`config.mk`:
```
export PLATFORM = sky130hd
export DESIGN_NAME = sop_mac_pipeline
export DESIGN_NICKNAME = d
export VERILOG_FILES = /design/src/rtl/sop_mac_pipeline.sv
export SDC_FILE = /design/constraint.sdc
export NUM_CORES = 2
export LEC_CHECK = 0
export ABC_AREA = 1
export CORE_ASPECT_RATIO = 0.9
export CORE_MARGIN = 3
export CORE_UTILIZATION = 28
export CTS_CLUSTER_DIAMETER = 120
export DETAILED_ROUTE_END_ITERATION = 7
export MAX_ROUTING_LAYER = met4
export PLACE_DENSITY = 0.48
export SLEW_MARGIN = 0
export SYNTH_ARGS = -nofsm -noshare
export SYNTH_HDL_FRONTEND = slang
export SYNTH_SLANG_ARGS = --single-unit
export TNS_END_PERCENT = 30
```
`constraint.sdc`:
```
create_clock -name clk -period 6.48 [get_ports clk]
set_input_delay 1.296 -clock clk [delete_from_list [all_inputs] [get_ports clk]]
set_output_delay 1.296 -clock clk [all_outputs]
set_load 0.01 [all_outputs]
```
`src/rtl/sop_mac_pipeline.sv`:
```
// Three-stage signed sum-of-three-products (AB + CD +/- EF) with a running
// accumulator, clock-enable stall and saturation of the result to Y_W bits.
module sop_mac_pipeline #(
   parameter int A_W       = 18,
   parameter int B_W       = 8,
   parameter int C_W       = 12,
   parameter int D_W       = 8,
   parameter int E_W       = 14,
   parameter int F_W       = 19,
   parameter int Y_W       = 36,
   parameter int ACC_GUARD = 8
) (
   input  logic                  clk,
   input  logic                  rst,
   input  logic                  ce,
   input  logic                  in_valid,
   input  logic [1:0]            mode,
   input  logic signed [A_W-1:0] A,
   input  logic signed [B_W-1:0] B,
   input  logic signed [C_W-1:0] C,
   input  logic signed [D_W-1:0] D,
   input  logic signed [E_W-1:0] E,
   input  logic signed [F_W-1:0] F,
   output logic                  out_valid,
   output logic signed [Y_W-1:0] Y,
   output logic                  sat
);

   function automatic int maxOf(input int x, input int y);
      return (x > y) ? x : y;
   endfunction

   localparam int AB_W  = A_W + B_W;
   localparam int CD_W  = C_W + D_W;
   localparam int EF_W  = E_W + F_W;
   localparam int P_W   = maxOf(maxOf(AB_W, CD_W), EF_W) + 2;
   localparam int ACC_W = P_W + ACC_GUARD;
   localparam int CMP_W = maxOf(ACC_W, Y_W);

   typedef enum logic [1:0] {
      MODE_SUM  = 2'b00,
      MODE_DIFF = 2'b01,
      MODE_ACC  = 2'b10,
      MODE_LOAD = 2'b11
   } mode_e;

   logic signed [A_W-1:0]   s1A_q;
   logic signed [B_W-1:0]   s1B_q;
   logic signed [C_W-1:0]   s1C_q;
   logic signed [D_W-1:0]   s1D_q;
   logic signed [E_W-1:0]   s1E_q;
   logic signed [F_W-1:0]   s1F_q;
   mode_e                   s1Mode_q;
   logic                    s1Valid_q;

   logic signed [AB_W-1:0]  s2Pab_q, s2Pab_d;
   logic signed [CD_W-1:0]  s2Pcd_q, s2Pcd_d;
   logic signed [EF_W-1:0]  s2Pef_q, s2Pef_d;
   mode_e                   s2Mode_q;
   logic                    s2Valid_q;

   logic signed [P_W-1:0]   sum_d;
   logic signed [ACC_W-1:0] acc_q, acc_d, res_d;
   logic signed [CMP_W-1:0] resExt;
   logic signed [Y_W-1:0]   y_q, y_d;
   logic                    sat_q, sat_d;
   logic                    outValid_q;

   // Operands are widened to the full product width before multiplying so
   // the product is exact and carries its sign.
   always_comb begin
      s2Pab_d = AB_W'(s1A_q) * AB_W'(s1B_q);
      s2Pcd_d = CD_W'(s1C_q) * CD_W'(s1D_q);
      s2Pef_d = EF_W'(s1E_q) * EF_W'(s1F_q);
   end

   // Final stage: sum, accumulator update and clipping. The accumulator wraps
   // silently; only the value leaving the block is saturated.
   always_comb begin
      sum_d = P_W'(s2Pab_q) + P_W'(s2Pcd_q);
      if (s2Mode_q == MODE_DIFF) sum_d = sum_d - P_W'(s2Pef_q);
      else                       sum_d = sum_d + P_W'(s2Pef_q);
      acc_d = acc_q;
      res_d = ACC_W'(sum_d);
      case (s2Mode_q)
         MODE_ACC: begin
            acc_d = acc_q + ACC_W'(sum_d);
            res_d = acc_d;
         end
         MODE_LOAD: acc_d = ACC_W'(sum_d);
         default: ;
      endcase
      resExt = CMP_W'(res_d);
      // In range exactly when every bit from the Y sign bit upward agrees.
      sat_d = !((&resExt[CMP_W-1:Y_W-1]) || !(|resExt[CMP_W-1:Y_W-1]));
      if (sat_d) y_d = resExt[CMP_W-1] ? {1'b1, {(Y_W-1){1'b0}}} : {1'b0, {(Y_W-1){1'b1}}};
      else       y_d = resExt[Y_W-1:0];
   end

   always_ff @(posedge clk) begin
      if (rst) begin
         s1A_q      <= '0;
         s1B_q      <= '0;
         s1C_q      <= '0;
         s1D_q      <= '0;
         s1E_q      <= '0;
         s1F_q      <= '0;
         s1Mode_q   <= MODE_SUM;
         s1Valid_q  <= 1'b0;
         s2Pab_q    <= '0;
         s2Pcd_q    <= '0;
         s2Pef_q    <= '0;
         s2Mode_q   <= MODE_SUM;
         s2Valid_q  <= 1'b0;
         acc_q      <= '0;
         y_q        <= '0;
         sat_q      <= 1'b0;
         outValid_q <= 1'b0;
      end else if (ce) begin
         s1A_q      <= A;
         s1B_q      <= B;
         s1C_q      <= C;
         s1D_q      <= D;
         s1E_q      <= E;
         s1F_q      <= F;
         s1Mode_q   <= mode_e'(mode);
         s1Valid_q  <= in_valid;
         s2Pab_q    <= s2Pab_d;
         s2Pcd_q    <= s2Pcd_d;
         s2Pef_q    <= s2Pef_d;
         s2Mode_q   <= s1Mode_q;
         s2Valid_q  <= s1Valid_q;
         outValid_q <= s2Valid_q;
         // Bubbles leave the accumulator and the last result untouched.
         if (s2Valid_q) begin
            acc_q <= acc_d;
            y_q   <= y_d;
            sat_q <= sat_d;
         end
      end
   end

   assign out_valid = outValid_q;
   assign Y         = y_q;
   assign sat       = sat_q;

endmodule

```
==> key figures <==
Clock network
  – Total CTS buffers: 35
  – H-Tree Depth: 2
  – Clock Tree Root: clkbuf_16
  – Clk slew on worst S/H paths: about 60 ps
  – Longest Clk Path Bufs: 3
  – Hold_buf cts: 0
  – Skew-Pair Late Insertion Delay: about 600 ps
  – CTS sink count: 245
  – TritonCTS clock tree: built

Cells and area
  – Most frequent cells in the layout: nand2_1 (1,068), inv_1 (1,025), nor2_1 (465), fa_1 (451), o21ai_0 (257)
  – Share of layout cells above drive strength 1: 10.3%
  – Final instance area: just over 40,000 sq um
  – Post-layout nets: 5,878
  – Area growth from synthesis to layout: 16.5%
  – Commonest non-fill, non-tap cell in the layout: nand2_1
  – Antenna Cells: 0

Timing
  – Setup Viol. Count Final: 0
  – Final setup TNS: 0 ps
  – RSZ-0062 raised after global routing: yes
  – Hold Fails Final Rpt: 0
  – Achievable Freq: between 0.15 and 0.2 GHz
  – Relative slew slack: 30.6%
  – Worst setup margin: 287 ps
  – Tcrit/Tclk final: 95.6%
  – Skew final: 47.1 ps
  – Final Critical Period: 6190 ps
  – Final Max Slew Viols: 0
  – Slew at the pin closest to its max-slew limit: between 1000 and 1500 ps

Die
  – Total die area: 131,000 sq um
  – I/O pin count: between 100 and 150
  – Initial core utilization: 28.3%
  – Die X: approximately 380 um
  – Std-Cell Rows: 123
  – Die height: between 300 and 400 um
  – Core Footprint: about 130,000 sq um

Flow run
  – Max cap viols: 0

Critical path
  – CP top delay family: simple AND/OR/NAND/NOR gates
  – CP bufs+invs: 5
  – Critical Path Max Stage Delay: 430 ps
  – CP endpoint kind: register
  – WP data required: 6970 ps
  – Critical path data arrival time: 6680 ps
  – CP max FO: 8
  – CP startpoint kind: register
  – Slowest CP cell: xor2_1
  – WS Path Type: register to register

Global routing
  – First-pass GRT wire length: 173,000 um
  – Total GRT Usage: 17.0%
  – Initial antenna violation count: 1
  – Vias in the first global route: 31,000
  – Largest net degree at the start of global routing: 117
  – GRT Residual Overflow: 0

Yosys
  – Synth cell types: between 50 and 60
  – Post-synthesis sequential area ratio: 13.8%
  – Synth Flop Type: dfxtp_1
  – Yosys warns: 0
  – Seq cells post-synth: ~250
  – Synthesized area: 35,400 sq um
  – Syn avg cell area: between 7 and 8 sq um
  – Number of synthesized flops with an enable pin: 0
  – Post-Syn Instances: 4,976
  – Syn nets: 5,780
  – Async SR Flop Fraction: 0%

Power and ir drop
  – Design Power: 12.8 mW
  – Leakage: 21.5 nW
  – PD cells: a little over 300 nW/um^2
  – Maximum VDD drop: 0.165 mV

Route
  – WL final: 108,000 um
  – Vias: 30,500
  – DRC Markers: 0
  – Avg Vias per Cell: 4.49
  – DR WL/cell: 15.9 um
  – DR iter-0 viols: roughly 1,700
  – Antenna-violating nets left: 0
  – TritonRoute pass-1 iters: 5

Outcome
  – Status: completed

Placed design
  – Detailed Place HPWL: 87,800 um
  – Area after DPL: 38,900 sq um
  – Number of port buffers: ~120
  – Pre-CTS setup slack: -76.0 ps
  – RD Place Congestion: 0.968

Worst hold path
  – HP Class: register to register
-- path summary, 6_finish.rpt --
path,cells past startpoint,slack [ps],start,to
max,33,290,s2Pef_q[1],Y[29]
min,2,470,out_valid,out_valid
max reg2reg,33,290,s2Pef_q[1],Y[29]
min reg2reg,2,470,out_valid,out_valid
-- stage by stage --
step,cells,hold slack (ps),util (%)
2_1_floorplan,4976,449,-
3_3_place_gp,6705,459,31.0
6_report,6786,471,33.0
5_1_grt,6786,493,33.0
3_5_place_dp,6705,457,31.0
4_1_cts,6767,473,32.0
-- state kept, by name, summed over array words and instances (netlist names) --
name       flops
acc_q         43
Y             36
s2Pef_q       33
s2Pab_q       26
s2Pcd_q       20
s1F_q         19
s1A_q         18
s1E_q         14
s1C_q         12
s1B_q          8
s1D_q          8
s1Mode_q       2
s2Mode_q       2
out_valid      1
s1Valid_q      1
s2Valid_q      1
sat            1
-- cells in the mapped netlist, drive strengths merged (6+ instances only) --
cell    count  area, sq um
o211ai     48          360
nor4       10         62.6
o21bai     22          169
dfxtp     245         4900
a21oi     263         1330
fa        452         9050
clkbuf    179          682
ha        267         3340
clkinv      6         22.5
xor2      108          946
xnor2      78          683
or2        46          288
nand3     147          998
inv      1054         3960
o21ai     291         1460
nor2      506         1950
a21o       17          128
nor3       24          151
nand2    1117         4260
nand4      20          140
buf        18          128
a31oi      16          100
-- worst min-delay path, cell delays in order, from the launching register on --
cell and delay [ps]:
dfxtp_1 310, nand2_1 60, a21oi_1 50
-- per-layer routing --
metal	GRT usage, %	routed length [um]
met1	23.5	53000
met5	-	0
met4	4.20	2730
met3	1.85	4040
met2	26.7	48300
-- where the power goes --
| group | leakage (nW) | switching [mW] | internal (mW) |
|---|---|---|---|
| clock network | 0.591 | 0.832 | 1.22 |
| registers | 2.02 | 0.208 | 1.66 |
| logic | 18.9 | 5.59 | 3.25 |
| total | 21.5 | 6.63 | 6.13 |
-- cells by family (layout without fill, tap and decap cells) --
logic type	after synthesis	in the layout	share of synthesized area, %
flops	245	245	13.8
buf+inv	1259	1382	13.6
simple gates	1877	1877	22.3
xor+xnor	186	186	4.60
compound gates	690	690	10.7
fa+ha+maj	719	719	35.0
-- cell type report --
class | count | area (sq um)
Multi-Input combinational cell | 3472 | 26700
Tap cell | 1687 | 2110
Clock inverter | 15 | 198
Fill cell | 13700 | 84000
Inverter | 1060 | 3990
Timing Repair Buffer | 260 | 2410
Sequential cell | 245 | 4910
Clock buffer | 47 | 1000
-- what timing repair did --
action / in CTS / in global routing
gates cloned: 0 / 5
endpoints found under the hold margin: 0 / 0
setup buffers: 0 / 14
gates resized for setup: 2 / 231
endpoints found under the setup margin: 36 / 45
pin swaps: 1 / 47
No activity file was read; power rests on OpenSTA's default activity.
